## config.mk

```make
export PLATFORM = sky130hd
export DESIGN_NAME = cpu_io_bridge
export DESIGN_NICKNAME = d
export VERILOG_FILES = /design/src/rtl/cpu_io_bridge.sv
export SDC_FILE = /design/constraint.sdc
export NUM_CORES = 1
export LEC_CHECK = 0
export ABC_CLOCK_PERIOD_IN_PS = 4800
export CAP_MARGIN = 25
export CORE_ASPECT_RATIO = 2
export CORE_MARGIN = 3
export CORE_UTILIZATION = 42
export DETAILED_ROUTE_END_ITERATION = 7
export MAX_ROUTING_LAYER = met4
export PLACE_DENSITY = 0.88
export SETUP_SLACK_MARGIN = 0.02
export SLEW_MARGIN = 20
export SYNTH_ARGS = -nofsm -noshare
export SYNTH_HDL_FRONTEND = slang
export SYNTH_SLANG_ARGS = --single-unit
```

## constraint.sdc

```tcl
create_clock -name clk -period 4.8 [get_ports clk]
set_input_delay 0.72 -clock clk [delete_from_list [all_inputs] [get_ports clk]]
set_output_delay 0.72 -clock clk [all_outputs]
set_load 0.1 [all_outputs]
```

## src/rtl/cpu_io_bridge.sv

```systemverilog
// cpu_io_bridge: memory-mapped TX byte FIFO plus single-byte RX interrupt latch between execute and decode
//
// Ports:
//   clk, rst            rising-edge clock, asynchronous active-high reset
//   addr, w_req, w_data execute store request; a store to TX_ADDR enqueues w_data[7:0]
//   w_busy              TX FIFO full
//   tx_valid, tx_data   FIFO head towards the byte-stream peripheral
//   tx_ready            peripheral accepts the head byte this cycle
//   rx_valid, rx_data   incoming byte strobe
//   intr_en             interrupt enable from execute
//   irr, r_data         pending interrupt and latched input word for decode
//   ack                 execute acknowledges the pending interrupt
//
// Build option: CPU_IO_OVERRUN_EN adds a sticky overrun flag in r_data[8].
module cpu_io_bridge #(
    parameter int          DEPTH   = 4,
    parameter logic [31:0] TX_ADDR = 32'hFFFF_FF00
) (
    input  logic        clk,
    input  logic        rst,
    input  logic [31:0] addr,
    input  logic        w_req,
    input  logic [31:0] w_data,
    output logic        w_busy,
    output logic        tx_valid,
    output logic [7:0]  tx_data,
    input  logic        tx_ready,
    input  logic        rx_valid,
    input  logic [7:0]  rx_data,
    input  logic        intr_en,
    output logic        irr,
    output logic [31:0] r_data,
    input  logic        ack
);
    localparam int AW = $clog2(DEPTH);
    localparam logic [AW:0] FULL = (AW + 1)'(DEPTH);

    logic [7:0]    mem [DEPTH];
    logic [AW-1:0] wr_ptr, rd_ptr;
    logic [AW:0]   count;
    logic          push, pop;
    logic          unused_bits;

    assign unused_bits = ^w_data[31:8];
    assign w_busy      = count == FULL;
    assign tx_valid    = count != '0;
    assign tx_data     = tx_valid ? mem[rd_ptr] : 8'h00;
    assign push        = w_req && addr == TX_ADDR && !w_busy;
    assign pop         = tx_valid && tx_ready;

    always_ff @(posedge clk or posedge rst) begin
        if (rst) begin
            wr_ptr <= '0;
            rd_ptr <= '0;
            count  <= '0;
        end else begin
            if (push) wr_ptr <= wr_ptr + 1'b1;
            if (pop) rd_ptr <= rd_ptr + 1'b1;
            if (push != pop) count <= push ? count + 1'b1 : count - 1'b1;
        end
    end

    // Storage needs no reset: tx_data is masked whenever the FIFO is empty.
    always_ff @(posedge clk) begin
        if (push) mem[wr_ptr] <= w_data[7:0];
    end

    typedef enum logic {IDLE, PEND} rx_state_t;
    rx_state_t  state, next_state;
    logic [7:0] r_byte;
    logic       load;

    // In PEND a byte is only taken alongside an ack, so the ack is honoured first.
    assign load = rx_valid && intr_en && (state == IDLE || ack);

    always_ff @(posedge clk or posedge rst) begin
        if (rst) state <= IDLE;
        else state <= next_state;
    end

    always_comb begin
        next_state = load ? PEND : (state == PEND && ack) ? IDLE : state;
    end

    always_comb begin
        irr = state == PEND;
    end

    always_ff @(posedge clk or posedge rst) begin
        if (rst) r_byte <= '0;
        else if (load) r_byte <= rx_data;
    end

`ifdef CPU_IO_OVERRUN_EN
    logic ovf;

    // Any ack clears the flag, which also makes a same-cycle reload start clean.
    always_ff @(posedge clk or posedge rst) begin
        if (rst) ovf <= 1'b0;
        else if (state == PEND) ovf <= ack ? 1'b0 : (rx_valid || ovf);
    end

    assign r_data = {23'b0, ovf, r_byte};
`else
    assign r_data = {24'b0, r_byte};
`endif
endmodule

```

==> metrics.md, run 1 <==
| Metric | Value |
|---|---|
| Nets | `306` |
| Unique masters post-synth | `34` |
| Setup TNS Final | `0 ps` |
| Final Slew Violations | `0` |
| Worst setup SP type | `flip-flop` |
| # placed instances | `273` |
| Status | `completed` |
| GP Congestion | `0.7288` |
| Crit path time final | `3439 ps` |
| GRT Total Usage | `0.1475` |
| Largest net degree at the start of global routing | `17` |
| Clk slew on worst S/H paths | `90 ps` |
| Synthesis-to-layout area growth | `34.80%` |
| Fin. Hold Viols | `0` |
| DP Worst Slack | `1282 ps` |
| Fillers | `394` |
| Overall die width | `57.77 um` |
| Synth Instances | `147` |
| Setup Fix Bufs, Post-CTS | `0` |
| Register area | `1361 um2` |
| Std cell rows | `37` |
| H-tree depth | `2` |
| Slowest CP cell | `clkdlybuf4s50_1` |
| Detail Route Antenna Nets | `0` |
| Vias in the first global route | `1427` |
| Die height | `109.5 um` |
| Fmax | `290.8 MHz` |
| Area of the multi-input gates | `749.5 um2` |
| Initial DRT Pass Iterations | `4` |
| CP arrival | `2720 ps` |
| Final Power | `0.0009813 W` |
| Req. time, crit path | `4080 ps` |
| Finished Layout Cells | `281` |
| RSZ-0062 raised after global routing | `no` |
| Starting utilization of the core area | `0.4341` |
| Max-slew headroom | `0.3281` |
| Min-Delay Path Class | `flip-flop to flip-flop` |
| Kind of critical path | `flip-flop to primary output` |
| Gr ovfl total | `0` |
| Period utilization | `0.7164` |
| TritonCTS clock tree | `yes` |
| Worst Path Max Fanout | `10` |
| Number of diodes | `0` |
| Antenna violations before repair | `0` |
| Deepest clock path buffer count | `2` |
| DRT iter0 DRCs | `28` |
| Synth async-reset ratio | `0.3333` |
| CTS Root Cell | `clkbuf_8` |
| Critical path capture point type | `primary output` |
| Clock latency on the worst-skew pair | `300 ps` |
| Num CTS Buffers | `5` |
| Port Buf Inserts | `73` |
| Sequential area share after synthesis | `0.6048` |
| CP delay by family, top | `buffers and inverters` |
| Detailed placement HPWL | `3304 um` |
| Mapped Avg Cell Area | `15.31 um2` |
| CP Cell Sequence | `mux4_2 > and2_1 > clkdlybuf4s50_1` |
| Worst path max stage delay | `960 ps` |
| # DRC | `0` |
| Worst-margin pin slew | `1005 ps` |
| DR WL/cell | `14.42 um` |
| Core Box Area | `5185 um2` |
| Die area | `6327 um2` |
| Setup-failing EPs final | `0` |
| Num Clock Sinks | `48` |
| PostCTS Resize Cnt | `0` |
| Ys flop type | `edfxtp_1` |
| Max cap viols | `0` |
| EDFF count, synth | `32` |
| Top cell type's share of synthesized area | `0.4269` |
| DR vias | `1364` |
| #FFs+latches synth | `48` |
| P per Cell Area | `323.4 nW/um2` |
| Cell taking the most area after synthesis | `edfxtp_1` |
| Mapped Area | `2251 um2` |
| Post-DR vias/cell | `4.854` |
| WP buf/inv | `1` |
| Pleak | `1.142 nW` |
| Max Clock Skew | `7.943 ps` |
| Top Ports | `122` |
| Synth top area cells | `edfxtp_1 (43%), dfrtp_1 (18%), buf_4 (8.0%)` |
| Cts hold-fix bufs | `0` |
| Slack of the critical path | `1361 ps` |
| IR drop worst, VDD | `0.0003376 V` |
| Global-route wire length before repair | `6637 um` |
| Synth warn | `0` |
| Share of cells above drive strength 1 | `0.1211` |
| Routed WL | `4053 um` |
## Yosys cell counts, types with 2 or more instances
| cell type | number |
|---|---|
| mux2_2 | 8 |
| buf_4 | 24 |
| inv_1 | 6 |
| nor2_1 | 3 |
| clkbuf_1 | 2 |
| ha_1 | 4 |
| nand3_1 | 2 |
| mux4_2 | 8 |
| nand4_1 | 4 |
| edfxtp_1 | 32 |
| xnor2_1 | 4 |
| dfrtp_1 | 16 |
| and2_1 | 13 |
## registers in the layout, summed over array words and instances, names as in the netlist
register	cells
wr_ptr	2
rd_ptr	2
count	3
mem	32
irr	1
r_byte	8
## power by group
group | internal [W] | total [W] | switching [W] | leakage (nW)
sequential | 0.000455 | 0.000461 | 0.00000630 | 0.486
combinational | 0.0000715 | 0.000276 | 0.000205 | 0.612
clock | 0.000117 | 0.000244 | 0.000128 | 0.0434
total | 0.000643 | 0.000981 | 0.000339 | 1.14
## area by class of cell
| type | count | share of cell area |
|---|---|---|
| Tap cell | 58 | 0.02392 |
| Multi-Input combinational cell | 88 | 0.2470 |
| Clock buffer | 6 | 0.02722 |
| Inverter | 6 | 0.007423 |
| Timing Repair Buffer | 73 | 0.2408 |
| Sequential cell | 48 | 0.4487 |
| Clock inverter | 2 | 0.004948 |
## logic make-up (layout without fill, tap and decap cells)
logic type	count (synthesis)	count (layout)	share of synthesized area
compound gates	2	2	0.004443
xor+xnor	6	6	0.03168
fa+ha+maj	5	5	0.03113
buf+inv	34	87	0.1006
flops	48	48	0.6048
mux	19	19	0.1362
other cells	1	24	0.001666
simple gates	32	32	0.08950
## cells in the final DEF, fill, tap and decap left out, types with 3 or more instances in the layout
| cell | n |
|---|---|
| inv_1 | 6 |
| edfxtp_1 | 32 |
| clkdlybuf4s50_1 | 73 |
| nand4_1 | 4 |
| mux4_2 | 8 |
| xnor2_1 | 4 |
| and2_1 | 13 |
| ha_1 | 4 |
| nor2_1 | 3 |
| dfrtp_1 | 16 |
| clkbuf_8 | 6 |
| mux2_2 | 8 |
| conb_1 | 24 |
## metal layers
metal  wire, um  track usage  share of wire
met5          0            -              0
met3        273      0.01645          0.067
met1       1321       0.1490           0.33
met2       2355       0.2670           0.58
met4        103      0.08458          0.025
## through the flow
| step | hold slack (ps) | area, um2 | util |
|---|---|---|---|
| 2_1_floorplan | 451.9 | 2337 | - |
| 3_3_place_gp | 470.2 | 2937 | 0.5664 |
| 3_5_place_dp | 479.7 | 2937 | 0.5664 |
| 4_1_cts | 490.9 | 3034 | 0.5852 |
| 5_1_grt | 519.9 | 3034 | 0.5852 |
| 6_report | 494.5 | 3034 | 0.5852 |
## worst paths after layout
| kind | slack [ps] | end | from | cells past startpoint |
|---|---|---|---|---|
| max in group asynchronous | 3600 | r_byte[1]$_DFFE_PP0P_ | rst | 2 |
| max | 1360 | tx_data[3] | rd_ptr[0]$_DFFE_PP0P_ | 3 |
| max reg2reg | 2560 | count[2]$_DFFE_PP0P_ | count[2]$_DFFE_PP0P_ | 8 |
| min reg2reg | 490 | count[2]$_DFFE_PP0P_ | count[2]$_DFFE_PP0P_ | 1 |
| min in group asynchronous | 790 | count[0]$_DFFE_PP0P_ | rst | 2 |
| min | 490 | count[2]$_DFFE_PP0P_ | count[2]$_DFFE_PP0P_ | 1 |
Power figures use the tool's default switching activity.
==> run 2, diff against run 1 <==
--- a/config.mk
+++ b/config.mk
@@ -5,14 +5,14 @@
 export SDC_FILE = /design/constraint.sdc
 export NUM_CORES = 1
 export LEC_CHECK = 0
-export ABC_CLOCK_PERIOD_IN_PS = 4800
+export ABC_CLOCK_PERIOD_IN_PS = 3300
 export CAP_MARGIN = 25
 export CORE_ASPECT_RATIO = 2
 export CORE_MARGIN = 3
-export CORE_UTILIZATION = 42
+export CORE_UTILIZATION = 39
 export DETAILED_ROUTE_END_ITERATION = 7
 export MAX_ROUTING_LAYER = met4
-export PLACE_DENSITY = 0.88
+export PLACE_DENSITY = 0.82
 export SETUP_SLACK_MARGIN = 0.02
 export SLEW_MARGIN = 20
 export SYNTH_ARGS = -nofsm -noshare
==> constraint.sdc (replaced) <==
create_clock -name clk -period 3.3 [get_ports clk]
set_input_delay 0.495 -clock clk [delete_from_list [all_inputs] [get_ports clk]]
set_output_delay 0.495 -clock clk [all_outputs]
set_load 0.1 [all_outputs]
==> run 2 against run 1 <==
Net effect:
- register-to-register slack lost 1100 ps
- final cell count grew 1.1%
- highest routed layer unchanged
- first-iteration DRC count shrank 68%
- setup slack lost 640 ps
- via count shrank 1.2%
- non-clock buffer count grew 1
- count of clock-buffer cells in the layout shrank 1
- total power grew 51%
==> metrics.md, run 2 (synthesized netlist as in run 1, its figures left out) <==
| Metric | Value |
|---|---|
| GP Congestion | `0.6875 (-5.7%)` |
| Critical path capture point type | `flip-flop` |
| Clock latency on the worst-skew pair | `290 ps (about the same)` |
| Clk slew on worst S/H paths | `80 ps (about the same)` |
| Std cell rows | `38 (+2.7%)` |
| DR vias | `1348 (-1.2%)` |
| Global-route wire length before repair | `6292 um (-5.2%)` |
| Worst Path Max Fanout | `8 (-2)` |
| Commonest non-fill, non-tap cell in the layout | `clkdlybuf4s50_1` |
| Top flop regs | `mem x32, r_byte x8, count x3` |
| DRT iter0 DRCs | `9 (-68%)` |
| # DRC | `0 (unchanged)` |
| Die height | `113.4 um (+3.6%)` |
| Port Buf Inserts | `73 (unchanged)` |
| Max reg flops | `32 (unchanged)` |
| Fmax | `387.1 MHz` |
| Core Box Area | `5515 um2 (+6.4%)` |
| Routed WL | `4126 um (+1.8%)` |
| Setup Fix Bufs, Post-CTS | `0 (unchanged)` |
| CP delay by family, top | `simple AND/OR/NAND/NOR gates` |
| Deepest clock path buffer count | `2 (unchanged)` |
| Max Clock Skew | `7.717 ps (-0.2263 ps)` |
| Number of diodes | `0 (unchanged)` |
| Antenna violations before repair | `0 (unchanged)` |
| Nets | `307 (+0.33%)` |
| Max cap viols | `0 (unchanged)` |
| Synthesis-to-layout area growth | `34.96%` |
| Period utilization | `0.7828` |
| Num Clock Sinks | `48 (unchanged)` |
| Gr ovfl total | `0 (unchanged)` |
| H-tree depth | `2 (unchanged)` |
| Slowest CP cell | `or4b_1` |
| Max-slew headroom | `0.3370 (+0.008982)` |
| Die area | `6775 um2 (+7.1%)` |
| GRT Total Usage | `0.1314 (-0.01617)` |
| Min-Delay Path Class | `flip-flop to flip-flop` |
| Commonest non-fill, non-tap cells in the layout | `clkdlybuf4s50_1 (63), edfxtp_1 (32), conb_1 (24)` |
| RSZ-0062 raised after global routing | `no` |
| Min Hold Slack | `510.2 ps (+15.75 ps)` |
| Worst setup SP type | `input port` |
| Kind of critical path | `input port to flip-flop` |
| CP arrival | `2530 ps (-190 ps)` |
| DR WL/cell | `14.53 um (+0.73%)` |
| Vias in the first global route | `1409 (-1.3%)` |
| Share of cells above drive strength 1 | `0.1696 (+0.04857)` |
| Setup TNS Final | `0 ps (unchanged)` |
| PostCTS Resize Cnt | `0 (unchanged)` |
| Initial DRT Pass Iterations | `4 (unchanged)` |
| IR drop worst, VDD | `0.0003718 V (+10%)` |
| Crit path time final | `2583 ps` |
| Num CTS Buffers | `5 (unchanged)` |
| Cts hold-fix bufs | `0 (unchanged)` |
| CTS Root Cell | `clkbuf_8` |
| Reg2reg setup slack | `1450 ps (-1110 ps)` |
| TritonCTS clock tree | `yes` |
| Overall die width | `59.72 um (+3.4%)` |
| Req. time, crit path | `3250 ps (-830 ps)` |
| Final Slew Violations | `0 (unchanged)` |
| Biggest register | `mem` |
| Worst path max stage delay | `530 ps (-430 ps)` |
| Detailed placement HPWL | `3373 um (+2.1%)` |
| Top Ports | `122 (unchanged)` |
| Fin. Hold Viols | `0 (unchanged)` |
| CP Cell Sequence | `clkdlybuf4s50_1 > or4b_1 > nor4_1 > and4_1 > buf_4 > and2_1` |
| Worst-margin pin slew | `991.3 ps (-13.43 ps)` |
| P per Cell Area | `487.2 nW/um2 (+51%)` |
| Setup-failing EPs final | `0 (unchanged)` |
| Detail Route Antenna Nets | `0 (unchanged)` |
| Pleak | `1.185 nW (+3.8%)` |
| Status | `completed` |
| Post-DR vias/cell | `4.746 (-2.2%)` |
| Largest net degree at the start of global routing | `17 (unchanged)` |
| Starting utilization of the core area | `0.4081 (-0.02600)` |
| WP buf/inv | `2 (+1)` |
## run 2: per-layer routing
layer	global-route usage	routed length, um	vias up
met5	-	0	-
met4	0.06657	99	0
met1	0.1174	1316	633
met3	0.02492	288	7
met2	0.2442	2421	79
li1	-	-	629
## run 2: worst register-to-register path: stages (launching register included)
cell	delay, ps
dfrtp_1	450
or3_1	580
nand2_2	240
xnor2_4	160
mux2_4	320
## run 2: cell type report
cell class                      count  area (um2)
Tap cell                           60       75.07
Clock inverter                      3       42.54
Multi-Input combinational cell     88       754.5
Sequential cell                    48        1361
Timing Repair Buffer               74       713.2
Fill cell                         471        2477
Clock buffer                        5       68.82
Inverter                            6       22.52
## run 2: through the flow
stage | setup WS [ps] | instance area [um2] | utilization | power [W] | std cells
floorplan | 315.0 | 2342 | - | 0.0009929 | 170
global placement | 384.8 | 2927 | 0.5306 | 0.001082 | 276
detailed placement | 294.9 | 2927 | 0.5306 | 0.001087 | 276
CTS | 618.7 | 3038 | 0.5508 | 0.001503 | 284
global route | 568.7 | 3038 | 0.5508 | 0.001533 | 284
finish | 716.8 | 3038 | 0.5508 | 0.001480 | 284
## run 2: power breakdown
group	internal [W]	total, W	switching, W
clock network	0.000224	0.000408	0.000184
logic	0.000104	0.000401	0.000297
registers	0.000661	0.000671	0.00000966
total	0.000989	0.00148	0.000491
## run 2: final timing paths
path / from / to / cells after the start
max: addr[1] / mem[0][0]$_DFFE_PP_ / 6
min: count[2]$_DFFE_PP0P_ / count[2]$_DFFE_PP0P_ / 1
max reg2reg: count[0]$_DFFE_PP0P_ / count[1]$_DFFE_PP0P_ / 4
min reg2reg: count[2]$_DFFE_PP0P_ / count[2]$_DFFE_PP0P_ / 1
max in group asynchronous: rst / r_byte[4]$_DFFE_PP0P_ / 2
min in group asynchronous: rst / count[1]$_DFFE_PP0P_ / 2
